==> config.mk <==
export PLATFORM = sky130hd
export DESIGN_NAME = abc_ram_stream_reader
export DESIGN_NICKNAME = d
export VERILOG_FILES = /design/src/rtl/abc_ramrd_pkg.sv /design/src/rtl/abc_ramrd_skid_fifo.sv /design/src/rtl/abc_ram_stream_reader.sv
export SDC_FILE = /design/constraint.sdc
export NUM_CORES = 1
export LEC_CHECK = 0
export ABC_AREA = 1
export CAP_MARGIN = 20
export CELL_PAD_IN_SITES_DETAIL_PLACEMENT = 0
export CELL_PAD_IN_SITES_GLOBAL_PLACEMENT = 1
export CORE_MARGIN = 2
export CORE_UTILIZATION = 37
export CTS_CLUSTER_DIAMETER = 200
export DETAILED_ROUTE_END_ITERATION = 12
export PLACE_DENSITY_LB_ADDON = 0.25
export SETUP_SLACK_MARGIN = 0.15
export SLEW_MARGIN = 10
export SYNTH_ARGS = -nofsm -noshare
export SYNTH_HDL_FRONTEND = slang
export SYNTH_HIERARCHICAL = 1
export SYNTH_SLANG_ARGS = --single-unit
==> constraint.sdc <==
create_clock -name rclk_i -period 2.6 [get_ports rclk_i]
set_clock_uncertainty 0.05 [all_clocks]
set_input_delay 0.78 -clock rclk_i [delete_from_list [all_inputs] [get_ports rclk_i]]
set_output_delay 0.78 -clock rclk_i [all_outputs]
set_load 0.1 [all_outputs]
==> src/rtl/abc_ramrd_pkg.sv <==
// Shared types and default sizes for the CoreABC scratch-RAM stream reader.
package abc_ramrd_pkg;

  localparam int unsigned DEF_ADDR_WIDTH = 7;
  localparam int unsigned DEF_DATA_WIDTH = 8;
  localparam int unsigned DEF_LEN_WIDTH  = 8;
  localparam int unsigned FIFO_DEPTH     = 2;
  localparam int unsigned FIFO_CNT_W     = $clog2(FIFO_DEPTH + 1);

  typedef enum logic [0:0] {
    IDLE = 1'b0,
    RUN  = 1'b1
  } state_e;

endpackage

==> src/rtl/abc_ramrd_skid_fifo.sv <==
// Two-entry skid FIFO; the head lives in its own register so the stream data
// output comes straight from a flop.
module abc_ramrd_skid_fifo
  import abc_ramrd_pkg::*;
#(
  parameter int unsigned DATA_WIDTH = DEF_DATA_WIDTH
) (
  input  logic                  clk_i,
  input  logic                  resetn_i,
  input  logic                  flush_i,
  input  logic                  push_i,
  input  logic [DATA_WIDTH-1:0] din_i,
  input  logic                  pop_i,
  output logic [FIFO_CNT_W-1:0] count_o,
  output logic [DATA_WIDTH-1:0] head_o,
  output logic                  valid_o
);

  localparam logic [FIFO_CNT_W-1:0] ONE = FIFO_CNT_W'(1);

  logic [DATA_WIDTH-1:0] head_q, head_d;
  logic [DATA_WIDTH-1:0] tail_q, tail_d;
  logic [FIFO_CNT_W-1:0] count_q, count_d;

  always_comb begin
    head_d  = head_q;
    tail_d  = tail_q;
    count_d = count_q;
    if (flush_i) begin
      count_d = '0;
    end else begin
      case ({push_i, pop_i})
        2'b10: begin
          if (count_q == '0) head_d = din_i;
          else               tail_d = din_i;
          count_d = count_q + ONE;
        end
        2'b01: begin
          head_d  = tail_q;
          count_d = count_q - ONE;
        end
        2'b11: begin
          // Count unchanged; the new byte lands behind whatever remains.
          if (count_q == ONE) begin
            head_d = din_i;
          end else begin
            head_d = tail_q;
            tail_d = din_i;
          end
        end
        default: ;
      endcase
    end
  end

  always_ff @(posedge clk_i) begin
    if (!resetn_i) begin
      head_q  <= '0;
      tail_q  <= '0;
      count_q <= '0;
    end else begin
      head_q  <= head_d;
      tail_q  <= tail_d;
      count_q <= count_d;
    end
  end

  assign count_o = count_q;
  assign head_o  = head_q;
  assign valid_o = (count_q != '0);

endmodule

==> src/rtl/abc_ram_stream_reader.sv <==
// Read-side sequencer for the 128x8 CoreABC scratch RAM: walks an address range
// and streams bytes out on valid/ready. Optional ABORT input under ABC_RAMRD_ABORT_EN.
module abc_ram_stream_reader
  import abc_ramrd_pkg::*;
#(
  parameter int unsigned ADDR_WIDTH = DEF_ADDR_WIDTH,
  parameter int unsigned DATA_WIDTH = DEF_DATA_WIDTH,
  parameter int unsigned LEN_WIDTH  = DEF_LEN_WIDTH
) (
  input  logic                  rclk_i,
  input  logic                  resetn_i,
  input  logic                  start_i,
  input  logic [ADDR_WIDTH-1:0] start_addr_i,
  input  logic [LEN_WIDTH-1:0]  length_i,
  output logic [ADDR_WIDTH-1:0] raddr_o,
  input  logic [DATA_WIDTH-1:0] rd_i,
  output logic [DATA_WIDTH-1:0] m_data_o,
  output logic                  m_valid_o,
  input  logic                  m_ready_i,
  output logic                  m_last_o,
  output logic                  busy_o,
`ifdef ABC_RAMRD_ABORT_EN
  input  logic                  abort_i,
`endif
  output logic                  done_o
);

  localparam int unsigned CRD_W = FIFO_CNT_W + 1;

  state_e                 state_q, state_d;
  logic [ADDR_WIDTH-1:0]  rptr_q, rptr_d;
  logic [LEN_WIDTH-1:0]   issue_cnt_q, issue_cnt_d;
  logic [LEN_WIDTH-1:0]   beat_cnt_q, beat_cnt_d;
  logic                   inflight_q, inflight_d;
  logic                   done_q, done_d;

  logic                   pop_c;
  logic                   flush_c;
  logic                   credit_ok_c;
  logic                   fifo_valid;
  logic [FIFO_CNT_W-1:0]  fifo_count;
  logic [DATA_WIDTH-1:0]  fifo_head;

  assign pop_c = fifo_valid & m_ready_i;
  // Never let buffered plus in-flight bytes exceed the FIFO once this cycle's pop retires.
  assign credit_ok_c = (CRD_W'(fifo_count) + CRD_W'(inflight_q)) <
                       (CRD_W'(FIFO_DEPTH) + CRD_W'(pop_c));

  always_comb begin
    state_d     = state_q;
    rptr_d      = rptr_q;
    issue_cnt_d = issue_cnt_q;
    beat_cnt_d  = beat_cnt_q;
    inflight_d  = 1'b0;
    done_d      = 1'b0;
    flush_c     = 1'b0;
    case (state_q)
      IDLE: begin
        if (start_i) begin
          if (length_i != '0) begin
            state_d     = RUN;
            rptr_d      = start_addr_i;
            issue_cnt_d = length_i;
            beat_cnt_d  = length_i;
          end else begin
            done_d = 1'b1;
          end
        end
      end
      RUN: begin
        if ((issue_cnt_q != '0) && credit_ok_c) begin
          rptr_d      = rptr_q + ADDR_WIDTH'(1);
          issue_cnt_d = issue_cnt_q - LEN_WIDTH'(1);
          inflight_d  = 1'b1;
        end
        if (pop_c) begin
          beat_cnt_d = beat_cnt_q - LEN_WIDTH'(1);
          if (beat_cnt_q == LEN_WIDTH'(1)) begin
            state_d = IDLE;
            done_d  = 1'b1;
          end
        end
`ifdef ABC_RAMRD_ABORT_EN
        // A final pop wins over abort so exactly one DONE is produced.
        if (abort_i && !(pop_c && (beat_cnt_q == LEN_WIDTH'(1)))) begin
          state_d     = IDLE;
          done_d      = 1'b1;
          inflight_d  = 1'b0;
          flush_c     = 1'b1;
          issue_cnt_d = '0;
          beat_cnt_d  = '0;
        end
`endif
      end
      default: state_d = IDLE;
    endcase
  end

  always_ff @(posedge rclk_i) begin
    if (!resetn_i) begin
      state_q     <= IDLE;
      rptr_q      <= '0;
      issue_cnt_q <= '0;
      beat_cnt_q  <= '0;
      inflight_q  <= 1'b0;
      done_q      <= 1'b0;
    end else begin
      state_q     <= state_d;
      rptr_q      <= rptr_d;
      issue_cnt_q <= issue_cnt_d;
      beat_cnt_q  <= beat_cnt_d;
      inflight_q  <= inflight_d;
      done_q      <= done_d;
    end
  end

  abc_ramrd_skid_fifo #(
    .DATA_WIDTH (DATA_WIDTH)
  ) u_fifo (
    .clk_i    (rclk_i),
    .resetn_i (resetn_i),
    .flush_i  (flush_c),
    .push_i   (inflight_q),
    .din_i    (rd_i),
    .pop_i    (pop_c),
    .count_o  (fifo_count),
    .head_o   (fifo_head),
    .valid_o  (fifo_valid)
  );

  assign raddr_o   = rptr_q;
  assign m_data_o  = fifo_head;
  assign m_valid_o = fifo_valid;
  assign m_last_o  = fifo_valid & (beat_cnt_q == LEN_WIDTH'(1));
  assign busy_o    = (state_q == RUN);
  assign done_o    = done_q;

endmodule

# == Yosys cells after proc, flatten, opt, wreduce, memory -nomap -nowiden ==
# Index checks and enable logic that the tools add are counted.
# W data, S select, Z words.
# op_classes
eq_ne,12
mux,28
n_lt_le_gt_ge,1
reduce_logical,13
bitwise,3
add_sub_neg,7
# ops
cell,n
$mux W8,8
$pmux W8 S2,3
$pmux W8 S3,1
$mux W7,3
$reduce_bool A8 Y1,2
$sub A8 B1 Y8 const B,2
$pmux W7 S2,1
$mux W1,9
$reduce_and A3 Y1,3
$eq A8 B1 Y1 const B,1
$ne A2 B2 Y1 const B,4
$add A7 B1 Y7 const B,1
$ne A2 B1 Y1 const B,3
$reduce_bool A2 Y1,3
$eq A2 B1 Y1 const B,2
$eq A2 B2 Y1 const B,2
$pmux W1 S2,2
$pmux W2 S2,1
$reduce_and A2 Y1,2
$add A2 B1 Y3,1
$add A2 B1 Y3 const A,1
$lt A3 B3 Y1,1
$reduce_bool A3 Y1,1
$add A2 B1 Y2 const B,1
5 further kinds,6
# word_totals
reg_bits,44
output_inout_bits,19
input_bits,27
elab_cells,73

# == Longest topological paths before layout ==
# logic_depth
ltp_word,7
depth_mapped,13
mapped_depth_nobuf,13

# == By module ==
# The synthesis kept the hierarchy.
# by_module_without_submodules
module,seq_area_each_um2,area_each_um2,instances,cells_each
abc_ram_stream_reader,520.5,1788.0,1,305
abc_ramrd_skid_fifo,360.3,1024.7,1,143

# == Worst setup path after synthesis ==
# Ideal clock, no wire load.
# synth_path
path_type,register to output
start,"register u_fifo.count_q[0], in the netlist u_fifo/count_o[0]"
end,output port m_last_o
path_stages_with_launch,6
setup_slack_ps,-896
required_ps,1770
arrival_time_ps,2666
path_buffers,0
cell_sequence,dfxtp_1 inv_1 ha_1 inv_1 inv_1 nor2_1
# synth_between
elab_chain_cells,2
# synth_lines
item,line,rtl
from (decl),abc_ramrd_skid_fifo.sv:23,"logic [FIFO_CNT_W-1:0] count_q, count_d;"
from (signal assigned),abc_ramrd_skid_fifo.sv:64,count_q <= count_d;
$reduce_bool A2 Y1,abc_ramrd_skid_fifo.sv:70,assign valid_o = (count_q != '0);
named net m_valid_o,abc_ram_stream_reader.sv:18,"output logic m_valid_o,"
$and A1 B1 Y1,abc_ram_stream_reader.sv:134,assign m_last_o = fifo_valid & (beat_cnt_q == LEN_WIDTH'(1));
to (decl),abc_ram_stream_reader.sv:20,"output logic m_last_o,"
# The timed path passes the listed nets, and every way through them passes these cells.

# == Worst setup path after layout ==
# layout_path
start,register beat_cnt_q[1]
end,output port m_last_o
# layout_between
elab_chain_cells,2
# layout_lines
item,line,rtl
from (decl),abc_ram_stream_reader.sv:33,"logic [LEN_WIDTH-1:0] beat_cnt_q, beat_cnt_d;"
from (signal assigned),abc_ram_stream_reader.sv:111,beat_cnt_q <= beat_cnt_d;
$eq A8 B1 Y1,abc_ram_stream_reader.sv:134,
$and A1 B1 Y1,abc_ram_stream_reader.sv:134,
# No other way between the ends.

==> impl_metrics.json <==
{
  "crit_path_cell_trace": "inv_1, ha_1, nand3_1, or2_4, nor2_4, buf_12",
  "setup_viol": 0,
  "synthDominantCellAreaShare_pct": 31.3,
  "yosysSeqAreaShare_pct": 31.3,
  "crit_path_max_fanout": 3,
  "critical-path-slowest-cell": "sky130_fd_sc_hd__dfxtp_1",
  "antenna_cells_inserted": 0,
  "ff2ff_setup_slack_ns": 0.47,
  "vias": 2805,
  "power.density_cell_area_nw_per_um2": 619,
  "placementRows": 31,
  "leakage_nw": 1.68,
  "run_status": "finished clean",
  "layout-drive-gt1-share_pct": 10.9,
  "cpLargestDelayFamily": "simple AND/OR/NAND/NOR gates",
  "dieWidth_um": 91.2,
  "cts.sinks": 44,
  "grt-ovfl-total": 0,
  "cp_data_arrival_time_ns": 1.50,
  "final_min_period_over_clock_period_pct": 89.6,
  "post_drt_via_cell_ratio": 4.71,
  "final.fill_count": 794,
  "via_count_of_the_first_global_routing_pass": 2609,
  "crit_path_max_incr_delay_ns": 0.32,
  "largest_net_degree_at_the_start_of_global_routing": 25,
  "routabilityCongestion": 0.795,
  "cp_data_required_time_ns": 1.77,
  "initial_core_util_pct": 38.6,
  "fp.dieArea_um2": 8320,
  "cts_root_buffer": "sky130_fd_sc_hd__clkbuf_8",
  "drc_errors": 0,
  "cts-buffers-inserted": 5,
  "detailedRoute.firstIterationViolations": 101,
  "dieHeight_um": 91.2,
  "mostFrequentLayoutCells": "106 x sky130_fd_sc_hd__nand2_1, 80 x sky130_fd_sc_hd__nor2_1, 57 x sky130_fd_sc_hd__inv_1, 47 x sky130_fd_sc_hd__nand3_1, 44 x sky130_fd_sc_hd__dfxtp_1",
  "report.final.slew_viol_count": 0,
  "cts_tree": "built",
  "hold_path_startpoint": "u_fifo/tail_q[2]",
  "drtPass1Iterations": 4,
  "worstRegToRegCells": 12,
  "clkTransAtPathRegs_ns": 0.09,
  "cts_buffer_depth": 2,
  "rsz0062_at_grt": "false",
  "route.final.wire_length_um": 7050,
  "final.setup.tns_ns": 0,
  "hold_depth": 2,
  "endpoint_kind": "output pin",
  "holdCritPathClass": "reg -> reg",
  "ys_seq_elements": 44,
  "yosys_warnings": 6,
  "startpoint_type": "register",
  "critical_path.n_buffers_inverters": 2,
  "max_cap_violations": 0,
  "floorplan.io_pins": 46,
  "timing_hold_violations_final": 0,
  "grt_antenna_before_repair": 0,
  "crit-reg2reg-launch": "u_fifo/count_o[0]",
  "fmax_mhz": 429,
  "grt_first_pass_wirelength_um": 12100,
  "hold_path_end": "u_fifo/tail_q[2]",
  "worst-setup-path-type": "reg -> out",
  "hpwl_um": 5260,
  "wire_per_inst_um": 11.8,
  "multi_input_area_um2": 1620,
  "place.port_buffers": 45,
  "post_syn_area_um2": 2810,
  "ctsHtreeMaxLevel": 2,
  "clkLatencyLatePin_ns": 0.29,
  "total_power_mw": 2.17,
  "final_net_count": 536,
  "ir_drop_uv": 244,
  "mostFrequentLayoutCell": "sky130_fd_sc_hd__nand2_1",
  "final_area_um2": 3510,
  "grtUsageTotal_pct": 17.8,
  "register_area_um2": 881,
  "synth_area_leader_cell": "sky130_fd_sc_hd__dfxtp_1",
  "rr_endpoint": "u_fifo/head_o[1]",
  "syn-mean-instance-area_um2": 6.28,
  "coreArea_um2": 7290,
  "synth_cell_types": 30,
  "layout-area-overhead-vs-synth_pct": 24.6,
  "largest_cells_by_area_after_synthesis": "sky130_fd_sc_hd__dfxtp_1 31%, sky130_fd_sc_hd__nand2_1 14%, sky130_fd_sc_hd__nor2_1 11%, sky130_fd_sc_hd__nand3_1 8.4%, sky130_fd_sc_hd__inv_1 7.9%",
  "placedInstanceArea_um2": 3370,
  "fin_crit_ns": 2.33,
  "post_synth_inst_count": 448,
  "number_of_nets_with_antenna_violations_after_detailed_routing": 0
}
==> worst max-delay path by stage <==
stage,cells past startpoint,endpoint,startpoint
after detailed placement,11,u_fifo/head_o[1],m_ready_i
final,6,m_last_o,beat_cnt_q[1]
after global routing,6,m_last_o,u_fifo/count_o[0]
after CTS,5,m_last_o,beat_cnt_q[3]
after global placement,11,u_fifo/head_o[1],m_ready_i
after floorplan,5,m_last_o,u_fifo/count_o[0]
==> sequential cells by signal (all words and copies together), names as in the netlist <==
register,cells
issue_cnt_q,8
done_o,1
raddr_o,7
busy_o,1
u_fifo/count_o,2
beat_cnt_q,8
u_fifo/head_o,8
inflight_q,1
u_fifo/tail_q,8
==> metal layers <==
layer	vias up	wire length [µm]	share of wire, %	GRT usage, %
met5	-	0	0	0
li1	1497	-	-	-
met4	0	71	1.0	4.55
met3	9	260	3.7	3.65
met2	48	3340	47	31.2
met1	1251	3370	48	22.3
==> stage by stage <==
stage | instances | utilization, % | hold WS (ns) | setup slack, ns
after floorplan | 450 | - | 0.402 | 0.159
after CTS | 595 | 48.0 | 0.443 | 0.151
after global routing | 595 | 48.1 | 0.473 | 0.182
final | 595 | 48.1 | 0.440 | 0.269
after global placement | 588 | 46.2 | 0.420 | 0.165
after detailed placement | 588 | 46.2 | 0.420 | 0.110
==> worst register-to-register path, cell delays in order (launching register included) <==
cell	delay, ns
sky130_fd_sc_hd__dfxtp_1	0.34
sky130_fd_sc_hd__inv_1	0.08
sky130_fd_sc_hd__ha_1	0.26
sky130_fd_sc_hd__clkinvlp_4	0.19
sky130_fd_sc_hd__nand2_2	0.15
sky130_fd_sc_hd__inv_1	0.09
sky130_fd_sc_hd__ha_1	0.20
sky130_fd_sc_hd__nand2_2	0.18
sky130_fd_sc_hd__nand2_1	0.20
sky130_fd_sc_hd__nand2_1	0.12
sky130_fd_sc_hd__nand3_1	0.07
sky130_fd_sc_hd__nand2_1	0.06
sky130_fd_sc_hd__inv_1	0.04
==> power by group <==
group | internal (mW) | total, mW | switching [mW]
combinational | 0.246 | 0.750 | 0.505
sequential | 0.738 | 0.799 | 0.0608
clock | 0.378 | 0.620 | 0.241
total | 1.36 | 2.17 | 0.807
==> cell type report <==
cell class | count | area share (%)
inverter | 63 | 6.92
clock buffer | 5 | 1.96
multi-input combinational | 330 | 46.3
tap | 99 | 3.53
clock inverter | 2 | 1.71
timing repair buffer | 52 | 14.4
sequential | 44 | 25.1
==> cells by family after synthesis <==
family	Yosys count	synth area share, %
buf+inv	76	11.7
other cells	1	0.133
fa+ha+maj	13	5.78
xor+xnor	3	0.934
simple gates	259	39.5
compound gates	52	10.6
flops	44	31.3
==> cell usage after synthesis (all sizes together) <==
| cell | n |
|---|---|
| buf | 9 |
| nand3b | 10 |
| nor3 | 1 |
| nand4 | 3 |
| nor3b | 1 |
| conb | 1 |
| o21ai | 25 |
| nor2 | 82 |
| or2 | 2 |
| dfxtp | 44 |
| nand2 | 112 |
| a21boi | 1 |
| o31ai | 1 |
| ha | 13 |
| inv | 63 |
| nand3 | 48 |
| xor2 | 3 |
| a21oi | 25 |
| clkbuf | 4 |
==> repair_timing <==
action                     4_1_cts  5_1_grt
resized for setup                0        2
buffers inserted                 0        0
setup endpoints to repair        0        1
hold buffers                     0        0
Note: power is estimated with default switching activity, not from simulation.
